File: config.mk
export PLATFORM = sky130hd
export DESIGN_NAME = mem_arb
export DESIGN_NICKNAME = d
export VERILOG_FILES = /design/src/rtl/mem_arb.sv
export SDC_FILE = /design/constraint.sdc
export NUM_CORES = 1
export LEC_CHECK = 0
export CAP_MARGIN = 5
export CORE_MARGIN = 5
export CORE_UTILIZATION = 50
export CTS_CLUSTER_DIAMETER = 30
export CTS_CLUSTER_SIZE = 25
export DETAILED_ROUTE_END_ITERATION = 8
export PLACE_DENSITY_LB_ADDON = 0.15
export SYNTH_ARGS = -nofsm -noshare
export SYNTH_HDL_FRONTEND = slang
export SYNTH_SLANG_ARGS = --single-unit
File: constraint.sdc
create_clock -name clk -period 5.1 [get_ports clk]
set_input_delay 1.02 -clock clk [delete_from_list [all_inputs] [get_ports clk]]
set_output_delay 1.02 -clock clk [all_outputs]
set_load 0.01 [all_outputs]
File: src/rtl/mem_arb.sv
// rtl/mem_arb.sv - fixed-priority arbiter of fetch and data ports onto one single-outstanding memory bus
module mem_arb #(
  parameter int ADDR_W = 64,
  parameter int DATA_W = 64
) (
  input  logic                clk,
  input  logic                rst_n,
  input  logic                i_rd,
  input  logic [ADDR_W-1:0]   i_addr,
  output logic [DATA_W-1:0]   i_data,
  output logic                b_rd_i,
  input  logic                d_rd,
  input  logic                d_wr,
  input  logic [ADDR_W-1:0]   d_addr,
  input  logic [DATA_W-1:0]   d_wdata,
  input  logic [DATA_W/8-1:0] d_be,
  output logic [DATA_W-1:0]   d_rdata,
  output logic                b_rd,
  output logic                b_wr,
  output logic                m_rd,
  output logic                m_wr,
  output logic [ADDR_W-1:0]   m_addr,
  output logic [DATA_W-1:0]   m_wdata,
  output logic [DATA_W/8-1:0] m_be,
  input  logic [DATA_W-1:0]   m_rdata,
  input  logic                m_ack
);

  typedef enum logic [1:0] {IDLE, BUS_I, BUS_D} state_t;

  state_t state, state_nxt;

  logic              i_vld, dr_vld, dw_vld;
  logic [ADDR_W-1:0] i_addr_q, dr_addr_q, dw_addr_q;
  logic              i_hit, dr_hit, dw_hit;
  logic              i_pend, d_pend;
  logic              issue_i, issue_d;
  logic              ack_i, ack_dr, ack_dw;

  // A served flag only counts while the requester still points at the same address
  assign i_hit  = i_vld  && (i_addr == i_addr_q);
  assign dr_hit = dr_vld && (d_addr == dr_addr_q);
  assign dw_hit = dw_vld && (d_addr == dw_addr_q);

  assign b_rd_i = i_rd && !i_hit;
  assign b_wr   = d_wr && !dw_hit;
  assign b_rd   = d_wr ? b_wr : (d_rd && !dr_hit);

  assign i_pend = b_rd_i;
  assign d_pend = b_rd || b_wr;

  always_ff @(posedge clk or negedge rst_n) begin
    if (!rst_n) state <= IDLE;
    else        state <= state_nxt;
  end

  always_comb begin
    state_nxt = state;
    case (state)
      IDLE: begin
        if (d_pend)      state_nxt = BUS_D;
        else if (i_pend) state_nxt = BUS_I;
      end
      BUS_I, BUS_D: begin
        if (m_ack) state_nxt = IDLE;
      end
      default: state_nxt = IDLE;
    endcase
  end

  // m_wr doubles as the read/write tag of the data transaction until its ack
  always_comb begin
    issue_i = 1'b0;
    issue_d = 1'b0;
    ack_i   = 1'b0;
    ack_dr  = 1'b0;
    ack_dw  = 1'b0;
    case (state)
      IDLE: begin
        issue_d = d_pend;
        issue_i = !d_pend && i_pend;
      end
      BUS_I: ack_i = m_ack;
      BUS_D: begin
        ack_dr = m_ack && !m_wr;
        ack_dw = m_ack && m_wr;
      end
      default: ;
    endcase
  end

  always_ff @(posedge clk or negedge rst_n) begin
    if (!rst_n) begin
      m_rd    <= 1'b0;
      m_wr    <= 1'b0;
      m_addr  <= '0;
      m_wdata <= '0;
      m_be    <= '0;
    end else if (issue_d) begin
      m_rd    <= !d_wr;
      m_wr    <= d_wr;
      m_addr  <= d_addr;
      m_wdata <= d_wdata;
      m_be    <= d_wr ? d_be : '1;
    end else if (issue_i) begin
      m_rd    <= 1'b1;
      m_wr    <= 1'b0;
      m_addr  <= i_addr;
      m_be    <= '1;
    end else if (ack_i || ack_dr || ack_dw) begin
      m_rd    <= 1'b0;
      m_wr    <= 1'b0;
    end
  end

  always_ff @(posedge clk or negedge rst_n) begin
    if (!rst_n) begin
      i_data  <= '0;
      d_rdata <= '0;
    end else begin
      if (ack_i)  i_data  <= m_rdata;
      if (ack_dr) d_rdata <= m_rdata;
    end
  end

  // m_addr holds the issue address, so it is the address the served flag latches
  always_ff @(posedge clk or negedge rst_n) begin
    if (!rst_n) begin
      i_vld     <= 1'b0;
      dr_vld    <= 1'b0;
      dw_vld    <= 1'b0;
      i_addr_q  <= '0;
      dr_addr_q <= '0;
      dw_addr_q <= '0;
    end else begin
      if (ack_i) begin
        i_vld    <= 1'b1;
        i_addr_q <= m_addr;
      end else if (!i_rd || i_addr != i_addr_q) begin
        i_vld    <= 1'b0;
      end
      if (ack_dr) begin
        dr_vld    <= 1'b1;
        dr_addr_q <= m_addr;
      end else if (!d_rd || d_addr != dr_addr_q) begin
        dr_vld    <= 1'b0;
      end
      if (ack_dw) begin
        dw_vld    <= 1'b1;
        dw_addr_q <= m_addr;
      end else if (!d_wr || d_addr != dw_addr_q) begin
        dw_vld    <= 1'b0;
      end
    end
  end

endmodule
==> results by group, run 1 <==
Synth
  • Syn nets: 2043
  • Synth Area in XOR/XNOR: 0.0603
  • Mapped cell area: ~0.021 mm^2
  • Ys Warns: 0
  • Cells after Synth: between 1500 and 2000
  • Complex-gate fraction of the synthesized area: 0.0983
  • Main synth FF type: dfrtp_1
  • Synth Area in Simple Gates: 0.0882
  • Seq cells post-synth: around 460
  • Top-area cell type share of the netlist area: 0.550
  • Ranking of synthesized cells by area: dfrtp_1, mux2_2, xnor2_1, mux2_1, nand2_1
  • Synth area leader: dfrtp_1
  • Largest family of logic cells by synthesized area: multiplexers
  • Mux contribution to synthesized area: 0.162
  • Seq/Total Area, Yosys: 0.550
  • Fraction of registers with async set/reset: 1.00
  • Syn Area/Cell: about 12 um^2
  • Post-synth EDFFs: 0
  • Yosys cell types: 55
  • Adder-Cell Fraction of Synth Area: 0.00178

STA
  • Final Skew: roughly 0.018 ns
  • Max-slew violation count: 0
  • Final worst path period need: between 5 and 6 ns
  • Max Freq: ~200 MHz
  • Final Cycle Share: 0.986
  • Relative slew slack: 0.392
  • Worst-Margin Slew: approximately 0.91 ns
  • Final Hold Viols: 0
  • Unrepaired setup endpoints after global routing: no
  • Endpoints failing setup: 0
  • Setup TNS: 0 ns

Floorplanning
  • Core box area: 0.0419 mm^2
  • Cell row count: between 70 and 80
  • Ports: approximately 540
  • Die height: between 200 and 250 um
  • Die ar.: approximately 0.046 mm^2
  • Die W: roughly 220 um
  • Initial Utilization: 0.503

Power
  • Switching power: 7.30 mW
  • Leak: around 13 nW
  • P per Cell Area: approximately 700 mW/mm^2
  • Cell internal pwr: 14.2 mW
  • Flop pwr share: 0.317
  • Pwr Total: around 21 mW
  • IR drop worst, VDD: around 0.47 mV
  • Gate power share: 0.366
  • Clock power share: 0.317
  • Sw Ratio: 0.340

Global route
  • GRT overflow: 0
  • Overall Global Routing Usage: 0.345
  • Vias in the first global route: between 15000 and 20000
  • First-pass GRT wire length: roughly 120 mm
  • Initial antenna violation count: 5
  • Largest net degree at the start of global routing: approximately 110

Critical path
  • Depth of the most critical reg-to-reg path: 10
  • Worst setup SP type: input pin
  • Setup CP Type: input pin to primary output
  • CP Data Arrival Time: roughly 4 ns
  • Reg2reg start: dr_addr_q[51]
  • CP required: a little over 4 ns
  • Crit. Startpoint: d_addr[51]
  • Setup crit end kind: primary output
  • Crit Reg-Reg Endpoint: m_addr[3]
  • FF-to-FF setup slack: 1.58 ns
  • CP max FO: 4

Clock network
  • H-tree Lvls: 3
  • Number of gates resized after cts: 0
  • Worst skew pair latency: 0.64 ns
  • CTS root buf: clkbuf_16
  • CTS Hold Bufs: 0
  • Clock-pin slew on the worst setup and hold paths: about 0.040 ns
  • CTS Buf Count: about 100
  • Total setup buffers inserted after CTS: 0
  • Clock Sinks: ~460
  • CTS tree: done
  • Clk buf depth: 3

Routing
  • Via density: 5.84
  • Final ANT Viol Nets: 0
  • Detailed Route Iter0 Violations: roughly 1600
  • Drt wl/cell: ~27 um
  • Vias: roughly 17000
  • Drc violations: 0
  • TritonRoute pass-1 iters: 6
  • Routed WL: between 80 and 90 mm

Placement
  • Routability cong.: around 1
  • Post-detailed-placement half-perimeter wirelength: 58.4 mm
  • Buffers added on ports: between 500 and 600

Final layout
  • Layout cells sized above 1: 0.197
  • FF/Latch Area: 0.0116 mm^2
  • Fill count: approximately 2900
  • Area delta synth->final: 46.3%
  • Util after Layout: 0.736
  • Multi-input logic area: 0.00870 mm^2
  • Nets@finish: approximately 2600

Outcome
  • Status: complete, no violations

Worst hold path
  • HP Class: input pin to asynchronous set/reset pin

Flow run
  • Max Cap Viol: 0
## synth_stat cells (28+ instances only)
cell type  instances
a211oi_1          34
nand2b_1          35
xor2_1            41
mux2_2           239
mux2_1            64
xnor2_1          104
o211ai_1          31
nand2_1          156
clkbuf_1          85
nand4_1           80
o21ai_0          112
inv_1             89
dfrtp_1          463
a32oi_1           37
o221ai_1          28
## cells in the final DEF (no fill, tap or decap), types with 10 or more instances in the layout
| master | instances |
|---|---|
| o221ai_1 | 28 |
| nand4_1 | 80 |
| a32oi_1 | 37 |
| clkinvlp_4 | 13 |
| a211oi_1 | 33 |
| mux2_1 | 64 |
| clkinv_2 | 13 |
| clkbuf_8 | 13 |
| nand2_1 | 155 |
| clkbuf_1 | 13 |
| inv_1 | 89 |
| o21ai_0 | 112 |
| xnor2_1 | 104 |
| nand3_1 | 10 |
| mux2_2 | 239 |
| o211ai_1 | 31 |
| buf_4 | 49 |
| nor2b_1 | 25 |
| clkdlybuf4s50_1 | 537 |
| dfrtp_1 | 463 |
| xor2_1 | 41 |
| nand2b_1 | 35 |
| bufinv_16 | 16 |
| clkbuf_16 | 104 |
| nor4_1 | 18 |
## state kept, by name, indices dropped and copies added (netlist names), 2 cells and up
name,flops
i_addr_q,64
i_data,64
dw_addr_q,64
dr_addr_q,64
m_addr,64
m_be,8
state,2
m_wdata,64
d_rdata,64
## through the flow
step	std cells	cell area (um^2)	setup WS, ns	hold WS, ns
after detailed placement	2789	27200	0.0959	0.478
after floorplan	1770	21100	1.33	0.450
final	2973	30800	0.0726	0.389
after global routing	2973	30800	0.000283	0.438
after global placement	2789	27200	0.0992	0.467
after CTS	2970	30800	0.0688	0.410
## worst max path at each step
stage,end,cells past startpoint
global route,b_rd,10
detailed placement,b_rd,10
finish,b_rd,10
CTS,b_rd,10
global placement,b_rd,10
floorplan,b_wr,9
## final cells by class
type / instances / share of cell area
Clock inverter: 51 / 0.0250
Sequential cell: 463 / 0.376
Tap cell: 539 / 0.0219
Multi-Input combinational cell: 1101 / 0.282
Clock buffer: 130 / 0.0919
Timing Repair Buffer: 594 / 0.191
Inverter: 92 / 0.0112
Antenna cell: 3 / 0.000244
## routing by layer
| metal | wire length (um) | vias up | global-route usage |
|---|---|---|---|
| met5 | 21 | - | 0 |
| met4 | 3420 | 4 | 0.141 |
| met3 | 6770 | 181 | 0.0991 |
| met2 | 40500 | 843 | 0.587 |
| met1 | 30100 | 8776 | 0.414 |
| li1 | - | 7556 | - |
## kinds of logic (layout without fill, tap and decap cells)
family | after synthesis | after routing
flip-flops | 463 | 463
AND/OR/NAND/NOR | 355 | 355
multiplexers | 303 | 303
AO/OA/AOI/OAI | 295 | 295
buffers and inverters | 206 | 867
XOR/XNOR | 145 | 145
adder cells (fa/ha/maj) | 3 | 3
other | 0 | 3
## power groups by stage
stage          clock, mW  combinational (mW)  sequential [mW]
4_1_cts             6.88                7.88             6.78
3_3_place_gp           0                7.68             6.67
6_report            6.81                7.86             6.80
3_5_place_dp           0                7.79             6.79
2_1_floorplan          0                3.18             6.97
5_1_grt             7.09                8.31             7.01
## worst max-delay path, stage by stage
cell	delay, ns
clkdlybuf4s50_1	0.57
xnor2_1	0.42
nand4_1	0.16
nor4_1	0.33
buf_4	0.16
nand3_1	0.14
o41ai_4	0.39
and2_1	0.21
inv_2	0.05
clkdlybuf4s50_1	0.53
No activity file was read; power rests on OpenSTA's default activity.
==> run 2, diff against run 1 <==
--- a/config.mk
+++ b/config.mk
@@ -6,12 +6,15 @@
 export NUM_CORES = 1
 export LEC_CHECK = 0
 export CAP_MARGIN = 5
+export CELL_PAD_IN_SITES_DETAIL_PLACEMENT = 1
+export CELL_PAD_IN_SITES_GLOBAL_PLACEMENT = 2
 export CORE_MARGIN = 5
-export CORE_UTILIZATION = 50
+export CORE_UTILIZATION = 34
 export CTS_CLUSTER_DIAMETER = 30
 export CTS_CLUSTER_SIZE = 25
 export DETAILED_ROUTE_END_ITERATION = 8
 export PLACE_DENSITY_LB_ADDON = 0.15
+export SLEW_MARGIN = 15
 export SYNTH_ARGS = -nofsm -noshare
 export SYNTH_HDL_FRONTEND = slang
 export SYNTH_SLANG_ARGS = --single-unit
==> results by group, run 2 (synthesis results as in run 1) <==
Outcome
  • Status: complete, no violations

Global route
  • Initial antenna violation count: 14
  • GRT overflow: 0
  • Overall Global Routing Usage: 0.276
  • Met2 global-route usage: 0.457
  • GR Util met1: 0.321
  • GR Util met3: 0.106
  • First-pass GRT wire length: roughly 140 mm
  • Vias in the first global route: approximately 20000
  • Gr busiest metal: met2
  • Largest net degree at the start of global routing: ~110

Final layout
  • FF/Latch Area: approximately 0.012 mm^2
  • Area delta synth->final: 53.3%
  • Commonest non-fill, non-tap cell in the layout: clkdlybuf4s50_1
  • Most frequent cells in the layout: clkdlybuf4s50_1, dfrtp_1, mux2_2
  • Fill count: ~6000
  • Util after Layout: 0.525
  • Multi-input logic area: around 0.0087 mm^2
  • Layout cells sized above 1: 0.212
  • Nets@finish: approximately 2700

Routing
  • Via density: between 5 and 6
  • Drc violations: 0
  • Drt wl/cell: 28.5 um
  • Vias: 17500
  • TritonRoute pass-1 iters: 5
  • Final ANT Viol Nets: 0
  • Detailed Route Iter0 Violations: between 900 and 1000
  • Routed WL: 93.5 mm

STA
  • Endpoints failing setup: 0
  • Final Cycle Share: 0.943
  • Worst-Margin Slew: around 1.1 ns
  • Max Freq: around 210 MHz
  • Max-slew violation count: 0
  • Final Skew: approximately 0.024 ns
  • Setup TNS: 0 ns
  • Unrepaired setup endpoints after global routing: no
  • Relative slew slack: 0.287
  • Final Hold Viols: 0
  • Final worst path period need: 4.81 ns

Floorplanning
  • Cell row count: 91
  • Die height: 259 um
  • Ports: roughly 540
  • Core box area: around 0.06 mm^2
  • Die W: 259 um
  • Initial Utilization: 0.343
  • Die ar.: between 0.06 and 0.07 mm^2

Worst hold path
  • HP Class: input pin to asynchronous set/reset pin

Power
  • Leak: between 10 and 15 nW
  • P per Cell Area: between 700 and 800 mW/mm^2
  • IR drop worst, VDD: about 0.48 mV

Critical path
  • Worst setup SP type: input pin
  • Setup crit end kind: primary output
  • CP required: between 4 and 5 ns
  • CP Data Arrival Time: ~3.8 ns
  • CP max FO: 4
  • Setup CP Type: input pin to primary output

Clock network
  • Total setup buffers inserted after CTS: 0
  • H-tree Lvls: 4
  • Clk buf depth: 3
  • CTS tree: done
  • Clock-pin slew on the worst setup and hold paths: ~0.040 ns
  • Worst skew pair latency: roughly 0.69 ns
  • Number of gates resized after cts: 0
  • CTS Buf Count: between 100 and 150
  • CTS Hold Bufs: 0
  • CTS root buf: clkbuf_16
  • Clock Sinks: about 460

Placement
  • Post-detailed-placement half-perimeter wirelength: 67.2 mm
  • Buffers added on ports: between 500 and 600
  • Routability cong.: approximately 0.9

Flow run
  • Max Cap Viol: 0
-- run 2: cell types whose count changed in the layout (fill, tap and decap cells not counted), moves of 5 or more --
cell,delta
buf_4,-7
clkbuf_1,+5
buf_12,+5
clkinvlp_4,-9
clkbuf_8,+24
clkbuf_16,+28
-- run 2: area by class of cell --
class / count / share of cell area
Multi-Input combinational cell: 1101 / 0.270
Antenna cell: 6 / 0.000465
Inverter: 92 / 0.0107
Sequential cell: 463 / 0.359
Clock inverter: 50 / 0.0256
Clock buffer: 187 / 0.120
Tap cell: 790 / 0.0306
Timing Repair Buffer: 591 / 0.184
-- run 2: per-layer routing --
layer / part of all wire / wire length, um / up-vias
li1: - / - / 7631
met1: 0.38 / 35600 / 9053
met2: 0.49 / 46200 / 663
met3: 0.084 / 7890 / 186
met4: 0.041 / 3820 / 16
met5: 0.00099 / 93 / -
-- run 2: path summary, 6_finish.rpt --
| kind | startpoint | to | slack (ns) | cells after the start |
|---|---|---|---|---|
| min in group clk | m_wdata[39] | m_wdata[39] | 0.49 | 1 |
| hold reg to reg | m_wdata[39] | m_wdata[39] | 0.49 | 1 |
| setup / recovery | d_addr[29] | b_wr | 0.29 | 8 |
| max in group asynchronous | rst_n | d_rdata[59] | 3.61 | 2 |
| setup reg to reg | dr_addr_q[12] | m_addr[8] | 1.47 | 9 |
| hold / removal | rst_n | m_addr[56] | 0.35 | 1 |
-- run 2: stage by stage --
stage / instance area [um^2] / worst slack, ns / instances / hold WS [ns] / power [mW]
2_1_floorplan: 21100 / 1.33 / 1770 / 0.450 / 10.2
3_3_place_gp: 27600 / 0.271 / 3037 / 0.472 / 14.7
3_5_place_dp: 27600 / 0.319 / 3037 / 0.481 / 14.9
4_1_cts: 32300 / 0.263 / 3274 / 0.355 / 23.8
5_1_grt: 32300 / 0.164 / 3276 / 0.385 / 24.6
6_report: 32300 / 0.292 / 3280 / 0.353 / 23.6
-- run 2: where the power goes --
part           leakage, nW  total (mW)  switching, mW  internal [mW]
clock                 2.31        8.65           2.46           6.19
sequential            5.62        6.85           1.37           5.47
combinational         5.69        8.08           4.04           4.03
-- run 2: worst max-delay path: stages --
cell             delay (ns)
clkdlybuf4s50_1        0.51
xnor2_1                0.56
nand4_1                0.25
nor4_1                 0.30
and4_1                 0.32
a21o_2                 0.25
inv_1                  0.06
clkdlybuf4s50_1        0.51
==> run 3, diff against run 2 <==
--- a/config.mk
+++ b/config.mk
@@ -8,12 +8,12 @@
 export CAP_MARGIN = 5
 export CELL_PAD_IN_SITES_DETAIL_PLACEMENT = 1
 export CELL_PAD_IN_SITES_GLOBAL_PLACEMENT = 2
-export CORE_MARGIN = 5
-export CORE_UTILIZATION = 34
+export CORE_MARGIN = 2
+export CORE_UTILIZATION = 32
 export CTS_CLUSTER_DIAMETER = 30
 export CTS_CLUSTER_SIZE = 25
 export DETAILED_ROUTE_END_ITERATION = 8
-export PLACE_DENSITY_LB_ADDON = 0.15
+export PLACE_DENSITY_LB_ADDON = 0.1
 export SLEW_MARGIN = 15
 export SYNTH_ARGS = -nofsm -noshare
 export SYNTH_HDL_FRONTEND = slang
==> constraint.sdc (replaced) <==
create_clock -name clk -period 4.9 [get_ports clk]
set_input_delay 0.98 -clock clk [delete_from_list [all_inputs] [get_ports clk]]
set_output_delay 0.98 -clock clk [all_outputs]
set_load 0.01 [all_outputs]
==> results by group, run 3 (synthesis results as in run 1) <==
Outcome
  • Status: complete, no violations

Power
  • Pwr Total: ~24 mW
  • IR drop worst, VDD: ~0.37 mV
  • Clock power share: 0.350
  • Cell internal pwr: 15.8 mW
  • P per Cell Area: around 740 mW/mm^2
  • Leak: roughly 14 nW
  • Switching power: 8.27 mW
  • Gate power share: 0.355
  • Sw Ratio: 0.344
  • Flop pwr share: 0.295

STA
  • Relative slew slack: 0.315
  • Unrepaired setup endpoints after global routing: no
  • Final Skew: about 0.042 ns
  • Final Cycle Share: 0.986
  • Max Freq: ~210 MHz
  • Worst setup margin: 0.0693 ns
  • Max-slew violation count: 0
  • Final worst path period need: between 4 and 5 ns
  • Endpoints failing setup: 0
  • Worst-Margin Slew: about 1.0 ns
  • Final Hold Viols: 0

Flow run
  • Max Cap Viol: 0

Placement
  • Placed cell count: about 3100
  • Pre-CTS WS: -0.515 ns
  • Post-detailed-placement half-perimeter wirelength: 68.8 mm
  • Buffers added on ports: between 500 and 600
  • Routability cong.: between 0.9 and 1
  • Placed Area: 0.0279 mm^2

Routing
  • Drt wl/cell: around 28 um
  • Via density: roughly 5.2
  • Drc violations: 0
  • Routed WL: roughly 94 mm
  • Final ANT Viol Nets: 0
  • Vias: 17500
  • Detailed Route Iter0 Violations: 842
  • TritonRoute pass-1 iters: 7

Floorplanning
  • Die height: ~260 um
  • Cell row count: 94
  • Core box area: about 0.066 mm^2
  • Die ar.: about 0.068 mm^2
  • Die W: ~260 um
  • Initial Utilization: 0.321
  • Ports: around 540

Clock network
  • Clk buf depth: 3
  • CTS Buf Count: 130
  • Number of gates resized after cts: 3
  • CTS Hold Bufs: 0
  • CTS tree: done
  • Clock-pin slew on the worst setup and hold paths: approximately 0.040 ns
  • Clock Sinks: ~460
  • CTS root buf: clkbuf_16
  • Worst skew pair latency: 0.72 ns
  • Total setup buffers inserted after CTS: 0
  • H-tree Lvls: 4

Final layout
  • Commonest non-fill, non-tap cell in the layout: clkdlybuf4s50_1
  • Util after Layout: 0.494
  • Most frequent cells in the layout: clkdlybuf4s50_1, dfrtp_1, mux2_2
  • FF/Latch Area: around 0.012 mm^2
  • Finished Cell Area: around 0.032 mm^2
  • Multi-input logic area: around 0.0087 mm^2
  • Final non-filler cell total: between 3000 and 4000
  • Nets@finish: around 2700
  • Layout cells sized above 1: 0.219
  • Fill count: roughly 6700
  • Area delta synth->final: 53.5%

Global route
  • First-pass GRT wire length: approximately 140 mm
  • GRT overflow: 0
  • Largest net degree at the start of global routing: 110
  • Overall Global Routing Usage: 0.279
  • Initial antenna violation count: 8
  • Vias in the first global route: 19800

Critical path
  • Delay-heaviest family, CP: buffers and inverters
  • Critical Path Max Stage Delay: 0.55 ns
  • Setup crit end kind: primary output
  • Worst-path cell chain: clkdlybuf4s50_1 > xnor2_1 > buf_4 > nand4_1 > nor4_1 > buf_4 > nand3_1 > o41ai_4 > and2_1 > inv_2 > buf_4
  • Worst path bufs/invs: 5
  • Crit-path slowest cell: clkdlybuf4s50_1
  • CP max FO: 4
  • CP Data Arrival Time: slightly below 4 ns
  • Worst setup SP type: input pin
  • Most used cell, CP: buf_4
  • CP required: roughly 3.9 ns
  • Setup CP Type: input pin to primary output

Worst hold path
  • HP Class: input pin to asynchronous set/reset pin
-- run 3: changes by cell type in the layout (fill, tap and decap cells not counted), sizes merged --
cell / previous run / this run
buf: 55 / 87
clkbuf: 187 / 178
clkinv: 23 / 32
bufinv: 19 / 11
diode: 6 / 1
clkinvlp: 4 / 5
-- run 3: final cells by class --
class | count | share of cell area
Timing Repair Buffer | 623 | 0.191
Clock inverter | 52 | 0.0224
Clock buffer | 178 | 0.114
Inverter | 92 | 0.0107
Multi-Input combinational cell | 1101 | 0.270
Tap cell | 864 | 0.0334
Antenna cell | 1 | 0.0000774
Sequential cell | 463 | 0.358
-- run 3: final timing paths --
path | startpoint | to | slack [ns] | depth (start not counted)
setup / recovery | d_addr[51] | b_rd | 0.07 | 11
hold / removal | rst_n | m_addr[22] | 0.40 | 1
setup reg to reg | dr_addr_q[51] | m_addr[23] | 1.20 | 11
hold reg to reg | m_wdata[12] | m_wdata[12] | 0.49 | 1
max in group asynchronous | rst_n | i_addr_q[42] | 3.36 | 2
min in group clk | m_wdata[12] | m_wdata[12] | 0.49 | 1
-- run 3: metrics by stage --
step	setup TNS, ns	hold slack (ns)
after floorplan	0	0.450
after global placement	-6.99	0.466
after detailed placement	-2.94	0.475
after CTS	0	0.432
after global routing	0	0.441
final	0	0.404
-- run 3: power by group through the flow --
stage | sequential (mW) | combinational [mW] | clock (mW)
after floorplan | 7.25 | 3.31 | 0
after global placement | 7.00 | 8.48 | 0
after detailed placement | 7.11 | 8.56 | 0
after CTS | 7.12 | 8.64 | 8.55
after global routing | 7.36 | 9.10 | 8.78
final | 7.10 | 8.55 | 8.43
-- run 3: metal layers --
layer / routed length [um] / global-route usage / vias up
met5: 83 / 0 / -
met4: 2380 / 0.0887 / 14
met3: 7170 / 0.0974 / 136
met2: 47200 / 0.481 / 598
met1: 37200 / 0.325 / 9088
li1: - / - / 7681
